**src/rtl/pipe_stage_fifo_pkg.sv**
```systemverilog
// pipe_stage_fifo_pkg
//   Shared types and helpers for the elastic inter-stage buffer.
//   - op_e         : per-cycle queue operation decoded from push/pop
//   - DROP_W/MAX   : width and ceiling of the flush drop counter
//   - drop_sat_add : saturating accumulate for the drop counter
package pipe_stage_fifo_pkg;

  localparam int DROP_W = 8;
  localparam logic [DROP_W-1:0] DROP_MAX = '1;

  // Encoding is {push, pop} so the decode is a straight cast.
  typedef enum logic [1:0] {
    OP_HOLD = 2'b00,
    OP_POP  = 2'b01,
    OP_PUSH = 2'b10,
    OP_BOTH = 2'b11
  } op_e;

  function automatic logic [DROP_W-1:0] drop_sat_add(input logic [DROP_W-1:0] acc,
                                                     input logic [DROP_W-1:0] n);
    logic [DROP_W:0] s;
    s = {1'b0, acc} + {1'b0, n};
    return s[DROP_W] ? DROP_MAX : s[DROP_W-1:0];
  endfunction

endpackage

```
**src/rtl/pipe_stage_fifo.sv**
```systemverilog
// pipe_stage_fifo
//   Elastic WIDTH x DEPTH queue placed between two processor stages.
//   Valid/ready on both sides; flush squashes all entries (and any push in
//   the same cycle) and accumulates the number of squashed entries.
// Ports:
//   clk, reset      clock / asynchronous active-high reset
//   flush           synchronous squash
//   in_valid/ready  upstream handshake, in_data payload
//   out_valid/ready downstream handshake, out_data head or NOP_VALUE
//   count           current occupancy
//   drop_count      entries discarded by flush, saturating at 255
module pipe_stage_fifo
  import pipe_stage_fifo_pkg::*;
#(
  parameter int               WIDTH     = 16,
  parameter int               DEPTH     = 2,
  parameter logic [WIDTH-1:0] NOP_VALUE = '0
) (
  input  logic                         clk,
  input  logic                         reset,
  input  logic                         flush,
  input  logic                         in_valid,
  output logic                         in_ready,
  input  logic [WIDTH-1:0]             in_data,
  output logic                         out_valid,
  input  logic                         out_ready,
  output logic [WIDTH-1:0]             out_data,
  output logic [$clog2(DEPTH+1)-1:0]   count,
  output logic [7:0]                   drop_count
);

  localparam int CNT_W = $clog2(DEPTH+1);
  localparam int PTR_W = (DEPTH > 1) ? $clog2(DEPTH) : 1;
  localparam logic [CNT_W-1:0] DEPTH_C = CNT_W'(DEPTH);
  localparam logic [PTR_W-1:0] LAST_P  = PTR_W'(DEPTH-1);

  // Explicit wrap so non-power-of-two depths never index past the array.
  function automatic logic [PTR_W-1:0] ptr_inc(input logic [PTR_W-1:0] p);
    return (p == LAST_P) ? '0 : p + PTR_W'(1);
  endfunction

  logic [WIDTH-1:0]  mem_q [DEPTH];
  logic [PTR_W-1:0]  rd_ptr_q, rd_ptr_d;
  logic [PTR_W-1:0]  wr_ptr_q, wr_ptr_d;
  logic [CNT_W-1:0]  count_q,  count_d;
  logic [DROP_W-1:0] drop_q,   drop_d;
  logic              push, pop;
  op_e               op;

  // Handshake outputs come from registered state only; a full buffer does
  // not accept even if the head leaves in the same cycle.
  assign in_ready   = (count_q < DEPTH_C);
  assign out_valid  = (count_q != '0);
  assign out_data   = out_valid ? mem_q[rd_ptr_q] : NOP_VALUE;
  assign count      = count_q;
  assign drop_count = drop_q;

  assign push = in_valid  & in_ready  & ~flush;
  assign pop  = out_valid & out_ready & ~flush;
  assign op   = op_e'({push, pop});

  always_comb begin
    rd_ptr_d = rd_ptr_q;
    wr_ptr_d = wr_ptr_q;
    count_d  = count_q;
    drop_d   = drop_q;
    if (flush) begin
      rd_ptr_d = '0;
      wr_ptr_d = '0;
      count_d  = '0;
      drop_d   = drop_sat_add(drop_q, DROP_W'(count_q));
    end else begin
      unique case (op)
        OP_PUSH: begin
          wr_ptr_d = ptr_inc(wr_ptr_q);
          count_d  = count_q + CNT_W'(1);
        end
        OP_POP: begin
          rd_ptr_d = ptr_inc(rd_ptr_q);
          count_d  = count_q - CNT_W'(1);
        end
        OP_BOTH: begin
          wr_ptr_d = ptr_inc(wr_ptr_q);
          rd_ptr_d = ptr_inc(rd_ptr_q);
        end
        default: ;
      endcase
    end
  end

  always_ff @(posedge clk or posedge reset) begin
    if (reset) begin
      rd_ptr_q <= '0;
      wr_ptr_q <= '0;
      count_q  <= '0;
      drop_q   <= '0;
    end else begin
      rd_ptr_q <= rd_ptr_d;
      wr_ptr_q <= wr_ptr_d;
      count_q  <= count_d;
      drop_q   <= drop_d;
    end
  end

  // Storage needs no reset: out_data is masked to NOP_VALUE while empty.
  always_ff @(posedge clk) begin
    if (push) mem_q[wr_ptr_q] <= in_data;
  end

endmodule

```
**config.mk**
```make
export PLATFORM = sky130hd
export DESIGN_NAME = pipe_stage_fifo
export DESIGN_NICKNAME = d
export VERILOG_FILES = /design/src/rtl/pipe_stage_fifo_pkg.sv /design/src/rtl/pipe_stage_fifo.sv
export SDC_FILE = /design/constraint.sdc
export NUM_CORES = 1
export LEC_CHECK = 0
export ABC_AREA = 0
export BUFFER_PORTS_ARGS = -buffer_cell sky130_fd_sc_hd__buf_4
export CAP_MARGIN = 5
export CORE_MARGIN = 10
export CORE_UTILIZATION = 40
export DETAILED_ROUTE_END_ITERATION = 12
export PLACE_DENSITY = 0.67
export SYNTH_ARGS = -nofsm -noshare
export SYNTH_HDL_FRONTEND = slang
export SYNTH_SLANG_ARGS = --single-unit
```
**constraint.sdc**
```tcl
create_clock -name clk -period 7.3 [get_ports clk]
set_clock_uncertainty 0.2 [all_clocks]
set_input_delay 0 -clock clk [delete_from_list [all_inputs] [get_ports clk]]
set_output_delay 0 -clock clk [all_outputs]
set_load 0.05 [all_outputs]
```
==> results.sh <==
export IMPL_synth_xor_area_share_pct=1.870
export IMPL_grt_max_degree=18
export IMPL_cts_max_level=2
export IMPL_reg2reg_to="drop_count[3]"
export IMPL_period_needed_ps=2030
export IMPL_n_antenna_cell=0
export IMPL_die_w_um=88.43
export IMPL_synthTopCellsByArea="edfxtp_1 51%, dfrtp_1 16%, mux2i_1 9.6%"
export IMPL_required_ps=7330
export IMPL_gp_congestion=0.7721
export IMPL_final_area_sq_mm=0.002597
export IMPL_crit_chain="inv_1 > fa_1 > and4b_1 > nand3_1 > nand3_1"
export IMPL_clk_pin_slew_worst_paths_ps=90
export IMPL_use_met3_pct=5.055
export IMPL_powerDensity_mw_per_mm2=277.8
export IMPL_synth_top_cell_by_area="edfxtp_1"
export IMPL_slew_headroom_pct=38.42
export IMPL_postCtsHoldBufs=21
export IMPL_ant_nets=0
export IMPL_fp_row_count=24
export IMPL_maxCapViolCount=0
export IMPL_place_area_sq_mm=0.002272
export IMPL_crit_path_end_kind="register"
export IMPL_cts_tree="yes"
export IMPL_clockRootBuffer="clkbuf_8"
export IMPL_chipHeight_um=88.43
export IMPL_synth_top_area_share_pct=51.30
export IMPL_start_kind="register"
export IMPL_wl_mm=3.940
export IMPL_syn_inst=137
export IMPL_dp_hpwl_mm=2.853
export IMPL_crit_start="count[1]"
export IMPL_placed_cells=233
export IMPL_grt_pass1_wl_mm=6.265
export IMPL_grt_antenna_before_repair=0
export IMPL_grt_use_met2_pct=18.49
export IMPL_synthDistinctLibCells=30
export IMPL_max_vdd_ir_drop_mv=0.1959
export IMPL_cpPeakStageDelay_ps=500
export IMPL_port_buffers=48
export IMPL_nets=233
export IMPL_status="complete, no violations"
export IMPL_r2r_cells=5
export IMPL_synth_fp_nets=161
export IMPL_grt_usage_pct=10.40
export IMPL_ios=49
export IMPL_clock_sinks=44
export IMPL_drt_iter0_drc=72
export IMPL_grt_busiest_layer="met2"
export IMPL_wl_per_cell_um=15.04
export IMPL_yosysWarnings=0
export IMPL_worstReg2RegStart="count[1]"
export IMPL_arrival_ps=2060
export IMPL_yosysSeqAreaShare_pct=67.33
export IMPL_syn_area_per_cell_sq_um=13.67
export IMPL_firstDrtPassIters=4
export IMPL_grtUsageMet1_pct=10.40
export IMPL_fp_coreArea_sq_mm=0.004444
export IMPL_synth_adder_area_share_pct=2.405
export IMPL_start_util_pct=42.15
export IMPL_period_share_pct=27.81
export IMPL_grt_pass1_vias=1364
export IMPL_hold_violations=0
export IMPL_viasPerCell=4.878
export IMPL_cp_common_cell="nand3_1"
export IMPL_synth_seq_cells=44
export IMPL_crit_type="register to register"
export IMPL_synth_simple_area_share_pct=12.02
export IMPL_drive_gt1_share_pct=28.57
export IMPL_synth_compound_area_share_pct=3.474
export IMPL_cts_made_buffers=5
export IMPL_vias=1278
export IMPL_rsz0062_at_grt="no"
export IMPL_post_cts_setup_buffer_count=0
export IMPL_setup_viol_count_final=0
export IMPL_crit_slowest_cell="dfrtp_1"
export IMPL_clock_latency_ps=300
export IMPL_layout_cells_non_filler=262
export IMPL_hold_class="primary input to asynchronous set/reset pin"
export IMPL_die_area_sq_mm=0.007820
export IMPL_synth_area_mux_share_pct=9.619
export IMPL_area_growth_synth_to_final_pct=38.68
export IMPL_cts_repair_resize_count=0
export IMPL_grt_overflow=0
export IMPL_synth_top_family_by_area="simple AND/OR/NAND/NOR gates"
export IMPL_critPathCapture="drop_count[3]"
export IMPL_cts_path_max_buffers=2
export IMPL_drv_slew=0
export IMPL_p_leak_nw=1.058
export IMPL_tightest_slew_ps=923.7
export IMPL_fin_setup_tns_ps=0
export IMPL_syn_area_sq_mm=0.001873
export IMPL_max_clock_freq_mhz=492.5
export IMPL_rrSetupSlack_ps=5270
export IMPL_worst_path_max_fanout=9
export IMPL_drc=0
## power by group
| group | internal [mW] | leakage (nW) | total [mW] | switching, mW |
|---|---|---|---|---|
| clock network | 0.103 | 0.0548 | 0.188 | 0.0851 |
| logic | 0.0740 | 0.560 | 0.209 | 0.135 |
| registers | 0.294 | 0.443 | 0.324 | 0.0302 |
| total | 0.471 | 1.06 | 0.722 | 0.250 |
## Yosys cell counts, drive strengths merged
cell type   n
xnor2       3
and3        1
dfrtp      12
xor2        1
nor2b       5
and4b       1
and3b       1
nand3b      1
nand3       3
ha          2
nor3        1
nand4       1
a41oi       1
mux2i      18
a31oi       1
buf         5
o21ai       5
nor2       20
edfxtp     32
inv         6
nand2       6
fa          1
or3         2
and2b       1
a21oi       5
nor3b       1
nand2b      1
## worst min path at each step
stage	from	end	slack (ps)	depth (start not counted)
detailed placement	reset	drop_count[6]	-150	2
finish	reset	drop_count[6]	70	3
global placement	reset	drop_count[7]	-170	2
global route	reset	count[1]	100	3
CTS	reset	drop_count[6]	90	3
floorplan	reset	count[0]	-340	1
## stage by stage
step	power (mW)	hold WS, ps	worst slack, ps	util, %
floorplan	0.4633	-335.3	4474	-
global placement	0.5287	-169.1	5347	51.13
detailed placement	0.5327	-150.7	5274	51.13
CTS	0.7309	92.87	5231	58.45
global route	0.7584	102.9	5093	58.45
finish	0.7215	67.43	5270	58.45
## placed cells by master, fill, tap and decap left out, drive strengths merged, types with 3 or more instances in the layout
cell type	count
o21ai	5
nor2b	5
clkbuf	5
buf	49
xnor2	3
mux2i	18
nand3	3
dfrtp	12
inv	7
nand2	6
edfxtp	32
dlygate4sd3	21
nor2	20
a21oi	5
## sequential cells by signal, summed over array words and instances (netlist names)
signal / count
mem_q: 32
drop_count: 8
count: 2
rd_ptr_q: 1
wr_ptr_q: 1
## critical path: cells and delay by family (launching register included)
family | cells | cell delay [ps]
simple gates | 3 | 690
flops | 1 | 500
fa+ha+maj | 1 | 450
buf+inv | 1 | 130
## layer usage
metal  up-vias  part of all wire, %
met4         0                  1.1
met1       610                   39
met2        36                   51
met5         -                    0
met3         5                  8.3
li1        627                    -
## kinds of logic (layout without fill, tap and decap cells)
kind of cell             count (synthesis)  in the layout
AO/OA/AOI/OAI                           12             12
adder cells (fa/ha/maj)                  3              3
buffers and inverters                   11             84
AND/OR/NAND/NOR                         45             45
multiplexers                            18             18
XOR/XNOR                                 4              4
flip-flops                              44             44
## layout make-up
type                       instances  area (sq um)
tap                               52         65.06
sequential                        44          1261
clock inverter                     3         46.29
fill                             365          1847
multi-input combinational         82         555.5
inverter                           6         22.52
clock buffer                       5         68.82
timing repair buffer              70         578.1
No activity file was read; power rests on OpenSTA's default activity.
